`config.mk`:
```
export PLATFORM = sky130hd
export DESIGN_NAME = spi_master
export DESIGN_NICKNAME = d
export VERILOG_FILES = /design/src/rtl/SPI_slave_shared_pkg.sv /design/src/rtl/spi_master.sv
export SDC_FILE = /design/constraint.sdc
export NUM_CORES = 1
export LEC_CHECK = 0
export BUFFER_PORTS_ARGS = -buffer_cell sky130_fd_sc_hd__buf_2
export CAP_MARGIN = 0
export CELL_PAD_IN_SITES_DETAIL_PLACEMENT = 0
export CELL_PAD_IN_SITES_GLOBAL_PLACEMENT = 2
export CORE_MARGIN = 3
export CORE_UTILIZATION = 35
export DETAILED_ROUTE_END_ITERATION = 12
export HOLD_SLACK_MARGIN = 0.03
export PLACE_DENSITY_LB_ADDON = 0.1
export SYNTH_ARGS = -nofsm -noshare
export SYNTH_HDL_FRONTEND = slang
export SYNTH_SLANG_ARGS = --single-unit
export TNS_END_PERCENT = 50
```
`constraint.sdc`:
```
create_clock -name clk -period 2.6 [get_ports clk]
set_clock_uncertainty 0.05 [all_clocks]
set_input_delay 0.52 -clock clk [delete_from_list [all_inputs] [get_ports clk]]
set_output_delay 0.52 -clock clk [all_outputs]
set_load 0.005 [all_outputs]
```
`src/rtl/SPI_slave_shared_pkg.sv`:
```
// Shared types and constants for the SPI slave/RAM subsystem and its master.
// Holds the master FSM state enum, command codes and frame lengths.
package SPI_slave_shared_pkg;

    typedef enum logic [2:0] {
        IDLE,
        START,
        CMD,
        SHIFT,
        TAIL,
        WAIT,
        RECV,
        END
    } SPI_master_state_e;

    localparam logic [1:0] CMD_WR_ADDR = 2'b00;
    localparam logic [1:0] CMD_WR_DATA = 2'b01;
    localparam logic [1:0] CMD_RD_ADDR = 2'b10;
    localparam logic [1:0] CMD_RD_DATA = 2'b11;

    localparam logic [3:0] SHIFT_BITS = 4'd10;
    localparam logic [3:0] RECV_BITS  = 4'd8;

endpackage

```
`src/rtl/spi_master.sv`:
```
// Transaction-level SPI master: serialises a 10-bit command on SS_n/MOSI,
// clocked on clk, and for read-data commands captures 8 bits from MISO.
// Ports: clk, rst_n (sync, active-low), start, cmd_word[9:0] -> busy, done,
//        rd_data[7:0], rd_valid, seq_err; SS_n, MOSI out, MISO in.
// Param MISO_DLY (1..15): wait cycles between last MOSI bit and first sample.
// Optional macro SPI_MASTER_SEQ_CHK_EN: reject read-data without a prior
// read-address frame (seq_err + done, no frame on the wire).
module spi_master #(
    parameter int MISO_DLY = 3
) (
    input  logic       clk,
    input  logic       rst_n,
    input  logic       start,
    input  logic [9:0] cmd_word,
    output logic       busy,
    output logic       done,
    output logic [7:0] rd_data,
    output logic       rd_valid,
    output logic       seq_err,
    output logic       SS_n,
    output logic       MOSI,
    input  logic       MISO
);
    import SPI_slave_shared_pkg::*;

    localparam logic [3:0] DLY = MISO_DLY[3:0];

    SPI_master_state_e state;
    logic [9:0] cmd_q;
    logic [9:0] sh;
    logic [7:0] rx;
    logic [3:0] cnt;
    logic       accept;

`ifdef SPI_MASTER_SEQ_CHK_EN
    logic rd_addr_ok;
`endif

    // END drops busy, so a new frame can be taken there as well as in IDLE.
    assign accept = start && (state == IDLE || state == END);

    always_ff @(posedge clk) begin
        if (!rst_n) begin
            state    <= IDLE;
            SS_n     <= 1'b1;
            MOSI     <= 1'b0;
            busy     <= 1'b0;
            done     <= 1'b0;
            rd_valid <= 1'b0;
            seq_err  <= 1'b0;
            rd_data  <= 8'h00;
            cmd_q    <= 10'h000;
            sh       <= 10'h000;
            rx       <= 8'h00;
            cnt      <= 4'd0;
`ifdef SPI_MASTER_SEQ_CHK_EN
            rd_addr_ok <= 1'b0;
`endif
        end else begin
            done     <= 1'b0;
            rd_valid <= 1'b0;
            seq_err  <= 1'b0;
            if (accept) begin
                cmd_q <= cmd_word;
                sh    <= cmd_word;
`ifdef SPI_MASTER_SEQ_CHK_EN
                if (cmd_word[9:8] == CMD_RD_DATA && !rd_addr_ok) begin
                    // Rejected: stay off the wire, report in one cycle.
                    state   <= END;
                    done    <= 1'b1;
                    seq_err <= 1'b1;
                end else begin
                    state <= START;
                    SS_n  <= 1'b0;
                    MOSI  <= 1'b0;
                    busy  <= 1'b1;
                end
`else
                state <= START;
                SS_n  <= 1'b0;
                MOSI  <= 1'b0;
                busy  <= 1'b1;
`endif
            end else begin
                unique case (state)
                    IDLE: begin
                        SS_n <= 1'b1;
                        MOSI <= 1'b0;
                    end
                    START: begin
                        state <= CMD;
                        MOSI  <= sh[9];
                    end
                    CMD: begin
                        // Bit 9 is repeated: first as the command-bit
                        // sample, then as the first shifted bit.
                        state <= SHIFT;
                        MOSI  <= sh[9];
                        cnt   <= SHIFT_BITS;
                    end
                    SHIFT: begin
                        cnt  <= cnt - 4'd1;
                        MOSI <= sh[8];
                        sh   <= {sh[8:0], 1'b0};
                        if (cnt == 4'd1) begin
                            MOSI <= 1'b0;
                            if (cmd_q[9:8] == CMD_RD_DATA) begin
                                state <= WAIT;
                                cnt   <= DLY;
                            end else begin
                                state <= TAIL;
                            end
                        end
                    end
                    TAIL: begin
                        state <= END;
                        SS_n  <= 1'b1;
                        busy  <= 1'b0;
                        done  <= 1'b1;
`ifdef SPI_MASTER_SEQ_CHK_EN
                        if (cmd_q[9:8] == CMD_RD_ADDR)
                            rd_addr_ok <= 1'b1;
`endif
                    end
                    WAIT: begin
                        cnt <= cnt - 4'd1;
                        if (cnt == 4'd1) begin
                            state <= RECV;
                            cnt   <= RECV_BITS;
                        end
                    end
                    RECV: begin
                        rx  <= {rx[6:0], MISO};
                        cnt <= cnt - 4'd1;
                        if (cnt == 4'd1) begin
                            state    <= END;
                            SS_n     <= 1'b1;
                            busy     <= 1'b0;
                            done     <= 1'b1;
                            rd_valid <= 1'b1;
                            rd_data  <= {rx[6:0], MISO};
`ifdef SPI_MASTER_SEQ_CHK_EN
                            rd_addr_ok <= 1'b0;
`endif
                        end
                    end
                    END: begin
                        state <= IDLE;
                    end
                    default: begin
                        state <= IDLE;
                        SS_n  <= 1'b1;
                        MOSI  <= 1'b0;
                        busy  <= 1'b0;
                    end
                endcase
            end
        end
    end

endmodule

```
=== Word level (Yosys, flattened, before mapping) ===
Index checks and enable logic that the tools add are counted.

* Output and inout port bits: 14
* Input bits: 14
* Bits in latches: 0
* Flip-flop bits (word level): 47
* ROM bits: 0
* RAM bits: 0
* Memories: 0
* Word-level logic and storage cells: 74

* Eq/ne operators: 15
* Multipliers: 0
* Reductions and logical operators: 21
* Div/mod/pow operators: 0
* Bitwise gates (word level): 3
* Magnitude comparators: 0
* Mux-type cells: 22
* Shift-type cells: 0
* Add/sub/neg operators: 1

{| class="wikitable"
|+ Operator list
! operator !! number
|-
| one-hot mux 3 bit (7 select lines) || 1
|-
| 2-to-1 mux 10 bit || 2
|-
| one-hot mux 4 bit (4 select lines) || 1
|-
| == test 3 bit, second input constant || 4
|-
| 2-to-1 mux 4 bit || 3
|-
| 2-to-1 mux 3 bit || 3
|-
| != test 3 bit, second input constant || 3
|-
| nonzero test 3 bit || 3
|-
| 2-to-1 mux 1 bit || 8
|-
| AND reduction 2 bit || 4
|-
| AND reduction 4 bit || 2
|-
| nonzero test 8 bit || 1
|-
| nonzero test 7 bit || 1
|-
| == test 3 x 2 -> 1 bit, second input constant || 2
|-
| != test 2 bit, second input constant || 3
|-
| one-hot mux 1 bit (2 select lines) || 3
|-
| OR reduction 2 bit || 3
|-
| == test 4 x 1 -> 1 bit, second input constant || 1
|-
| nonzero test 4 bit || 1
|-
| subtractor 4 x 1 -> 4 bit, second input constant || 1
|-
| == test 3 x 1 -> 1 bit, second input constant || 1
|-
| logical NOT 3 bit || 1
|-
| inverter 1 bit || 3
|-
| one-hot mux 1 bit (3 select lines) || 1
|-
| 6 further kinds || 6
|}

=== Depth between registers and ports, before layout ===
* Word-level depth: 5
* Mapped depth: 8

=== Worst setup path before layout ===
Ideal clock, no wire load.

* Kind: reg2reg
* From: reg cnt[0]
* To: reg cnt[1]
* Cell stages (with the launch flop): 7
* Data required time: 2.447 ns
* Arrival: 1.565 ns
* Buffers on the path: 1
* Library setup time: 0.103 ns
* Clock period less this slack: 1.718 ns
* Path slack: 0.882 ns
* Path through: dfxtp_1 -> ha_1 -> or3b_1 -> buf_2 -> o21ai_2 -> nand2_1 -> a2111oi_2

* Longest elaborated chain between the ends: 4

{| class="wikitable"
|+ Ends and longest elaborated chain
! element !! line !! source
|-
| from (decl) || spi_master.sv:32 || <nowiki>logic [3:0] cnt;</nowiki>
|-
| from (signal assigned) || spi_master.sv:102 || <nowiki>cnt <= cnt - 4'd1;</nowiki>
|-
| from (signal assigned) || spi_master.sv:126 || <nowiki>cnt <= cnt - 4'd1;</nowiki>
|-
| from (signal assigned) || spi_master.sv:134 || <nowiki>cnt <= cnt - 4'd1;</nowiki>
|-
| subtractor 4 x 1 -> 4 bit || spi_master.sv:102, spi_master.sv:126, spi_master.sv:134 ||
|-
| 2-to-1 mux 4 bit || spi_master.sv:107 || <nowiki>if (cmd_q[9:8] == CMD_RD_DATA) begin</nowiki>
|-
| 2-to-1 mux 4 bit || spi_master.sv:105 || <nowiki>if (cnt == 4'd1) begin</nowiki>
|-
| one-hot mux 4 bit (4 select lines) * || spi_master.sv:85 || <nowiki>unique case (state)</nowiki>
|}

Mark *: on every way between the ends. The rest lies on a longest branch, timed or not.
A chain may end at the register's enable or synchronous reset.

=== Worst setup path after layout ===
Ends and elaborated chain as after synthesis.

==> results.txt <==
- For this run, design rule violations remaining after detail routing come to 0.
* Biggest cell delay along the critical path: 630 ps
- For the final routed database, the setup TNS stands at 0 ps.
- The total overflow left after global routing is 0.
* Worst Setup End Kind: flip-flop
- PD cells: 614.9 nW/µm²
- Final critical-path setup slack: 533.4 ps
* Clock network latency to the later pin of the worst-skew pair: roughly 290 ps
- Category of the critical setup timing path: reg -> reg
- Along the worst path, the maximum fanout reaches 16.
* Worst EP required: 2750 ps
- VDD sags by at most 288.0 µV.
- Ordered cell list for the critical path: ha_1 -> or3b_1 -> o21ai_2 -> nand2_1 -> a2111oi_2
- At the pin with the least slew margin, the transition time is 772.6 ps.
- Avg Vias per Cell: 5.227
- The worst hold path begins at cmd_q[9].
* Overall track demand over capacity in global routing: around 15%
- Prior to clock tree synthesis, the placed netlist has a worst setup slack of approximately 560 ps.
- Commonest cells after routing, fill and taps aside: sky130_fd_sc_hd__dfxtp_1, sky130_fd_sc_hd__nand2_1, sky130_fd_sc_hd__a21oi_1
* Status: finished clean
* Number of DRC markers in iteration 0: 107
* Starting density of the core: 36.55%
- Global Route met1 Usage: 19.68%
- The clock period could shrink to 2067 ps.
- Top Usage Layer GRT: met2
* Timing-limited maximum frequency: about 0.48 GHz
- The number of setup buffers added after CTS is 0.
- Worst Hold Class: reg -> reg
- Finish-stage setup viols: 0
* CP Launch Point: cnt[0]
* EDFF count, synth: 0
- Total of warnings raised by yosys: 0
* Number of maximum-capacitance violations: 0
- In the finished design, the share of the clock period the worst path needs comes to 79.48%.
- Die Y: about 77 µm
- Cells after synthesis: 215
* TritonRoute pass-1 iters: 4
- The H-tree generated during clock tree synthesis spans 2 levels.
- Final weighted congestion of routability-driven global placement: between 0.8 and 0.9
- Counting the buffers created by CTS gives 5.
- The library cell used most frequently in the layout, excluding fill and tap cells, is sky130_fd_sc_hd__dfxtp_1.
- Setup repair after global routing missed its margin: false
* DIE WIDTH: ~77 µm
- The detailed router placed roughly 1600 vias in this run.
- TritonCTS built the clock tree.
- The synthesized netlist occupies a cell area of 1749 µm².
- The clock passes through at most 2 buffers.
- Crit path DAT: 2210 ps
* Post-synthesis sequential element count: 39
- For this design the static power due to leakage is 0.7495 nW.
- The clock drives 39 sinks.
- Final non-filler cell area: 2009 µm²
* Layout cell share with drive strength beyond 1: 19.41%
- Post-place instance area: 1926 µm²
- The count of endpoints failing hold in the final timing report is 0.
- Antenna Nets Post-Route: 0
- Pin count of the biggest net entering global routing: 19
- Counting distinct cell types in the post-synthesis netlist gives 44.
* HPWL Detailed: 2940 µm
- Hold slack: ~410 ps
- Number of top-level pins: 28
- Slowest cell on the critical path: sky130_fd_sc_hd__or3b_1
- Placeable core region: 4786 µm²
- For this run, the share of the core covered by cells in the final layout is 41.99%.
* Routed wire per std cell: 14.13 µm
* Part of the Yosys area used for sequential elements: 44.64%
- After the last flow step, the layout net total stands at 252.
- Post-Synthesis Net Count: ~230
- P&R area growth vs syn: 14.88%
- Counting flops with an async set or reset pin after synthesis yields a share of 0%.
- Cell Rows: 25
* Count of buffers from port buffering: 26
* Global-route track usage on met2: 24.39%
- Vias in the first global route: 1580
* Synthesized area per cell: 8.136 µm²
- The final count of pins violating max slew was 0.
- Post-CTS Hold Buffers: 0
- Global routing consumed, on the met3 layer, approximately 4.3% of the routing resources.
- Element type at the critical path start: flip-flop
- The number of antenna diodes in the final layout is 0.
* Number of antenna violations at the first check in global routing: 0
- The startpoint identified for the worst register-to-register timing path is cnt[0].
- Most frequently used flop master after synthesis: sky130_fd_sc_hd__dfxtp_1
- WL final: 4295 µm
- Clock tree synthesis selected as its root buffer the cell sky130_fd_sc_hd__clkbuf_8.
- Post-cts resize count: 0
- Die outline area: ~5900 µm²
- Clock input transition at the sequential cells of the worst setup and hold paths: 80 ps
* Worst rel slew slack: 48.38%
* First-pass GRT wire length: 7410 µm
[final cells by class]
| class | count | area [µm²] |
|---|---|---|
| clock buffers | 5 | 68.82 |
| clock inverters | 3 | 15.01 |
| fillers | 491 | 2776 |
| inverters | 5 | 18.77 |
| multi-input cells | 153 | 867.1 |
| flip-flops and latches | 39 | 780.7 |
| well taps | 67 | 83.83 |
| repair buffers | 32 | 175.2 |
[layer usage]
| metal | up-vias | routed length [µm] |
|---|---|---|
| met4 | 0 | 62 |
| met3 | 5 | 173 |
| met1 | 759 | 2064 |
| met5 | - | 0 |
| met2 | 31 | 1995 |
| li1 | 794 | - |
[synth_stat cells (2+ instances only)]
cell type,number,area share [%]
sky130_fd_sc_hd__o21ai_0,9,2.6
sky130_fd_sc_hd__nor2_1,4,0.86
sky130_fd_sc_hd__o21ai_1,3,0.86
sky130_fd_sc_hd__and3_1,4,1.4
sky130_fd_sc_hd__nor3_1,4,1.1
sky130_fd_sc_hd__nand2b_1,2,0.72
sky130_fd_sc_hd__inv_1,5,1.1
sky130_fd_sc_hd__dfxtp_1,39,45
sky130_fd_sc_hd__ha_1,2,1.4
sky130_fd_sc_hd__buf_2,9,2.6
sky130_fd_sc_hd__nor2b_1,2,0.72
sky130_fd_sc_hd__a21oi_1,29,8.3
sky130_fd_sc_hd__clkbuf_1,8,1.7
sky130_fd_sc_hd__nand2_1,37,7.9
sky130_fd_sc_hd__a21boi_0,3,1.3
sky130_fd_sc_hd__o21a_1,2,0.86
sky130_fd_sc_hd__a22oi_1,7,3.0
sky130_fd_sc_hd__nand3_1,17,4.9
sky130_fd_sc_hd__nand3b_1,3,1.3
sky130_fd_sc_hd__xnor2_1,2,1.0
[through the flow]
| stage | std cells | power (mW) |
|---|---|---|
| finish | 304 | 1.236 |
| global route | 304 | 1.309 |
| CTS | 304 | 1.257 |
| detailed placement | 296 | 0.8552 |
| global placement | 296 | 0.8487 |
| floorplan | 215 | 0.8049 |
[flip-flops by register name (all words and copies together) (netlist names)]
name,cells
cnt,4
rx,7
rd_data,8
done,1
cmd_q,2
MOSI,1
state,3
SS_n,1
sh,10
rd_valid,1
busy,1
[worst max-delay path, delay by kind of cell (launching register included)]
family	cells	cell delay [ps]
simple gates	2	720
fa+ha+maj	1	200
compound gates	2	580
flops	1	420
[cells by family (layout without fill, tap and decap cells)]
group	count (synthesis)	after routing	share of synthesized area (%)
AOI/OAI and AO/OA	68	68	24.46
muxes	1	1	0.6437
xor gates and xnor gates	3	3	1.502
buffers and inverters	23	45	5.794
and+or+nand+nor	78	78	21.32
DFF	39	39	44.64
adders and majority gates	2	2	1.430
other	1	1	0.2144
[where the power goes]
| group | leakage [nW] | total [mW] | switching (mW) | internal (mW) |
|---|---|---|---|---|
| Combinational | 0.384 | 0.170 | 0.0969 | 0.0732 |
| Sequential | 0.317 | 0.670 | 0.0399 | 0.630 |
| Clock | 0.0477 | 0.396 | 0.212 | 0.184 |
[worst paths after layout]
path	to	slack, ps	depth (start not counted)
max	cnt[1]	530	5
min reg2reg	cmd_q[9]	410	2
max reg2reg	cnt[1]	530	5
min	cmd_q[9]	410	2
Note: power is estimated with default switching activity, not from simulation.
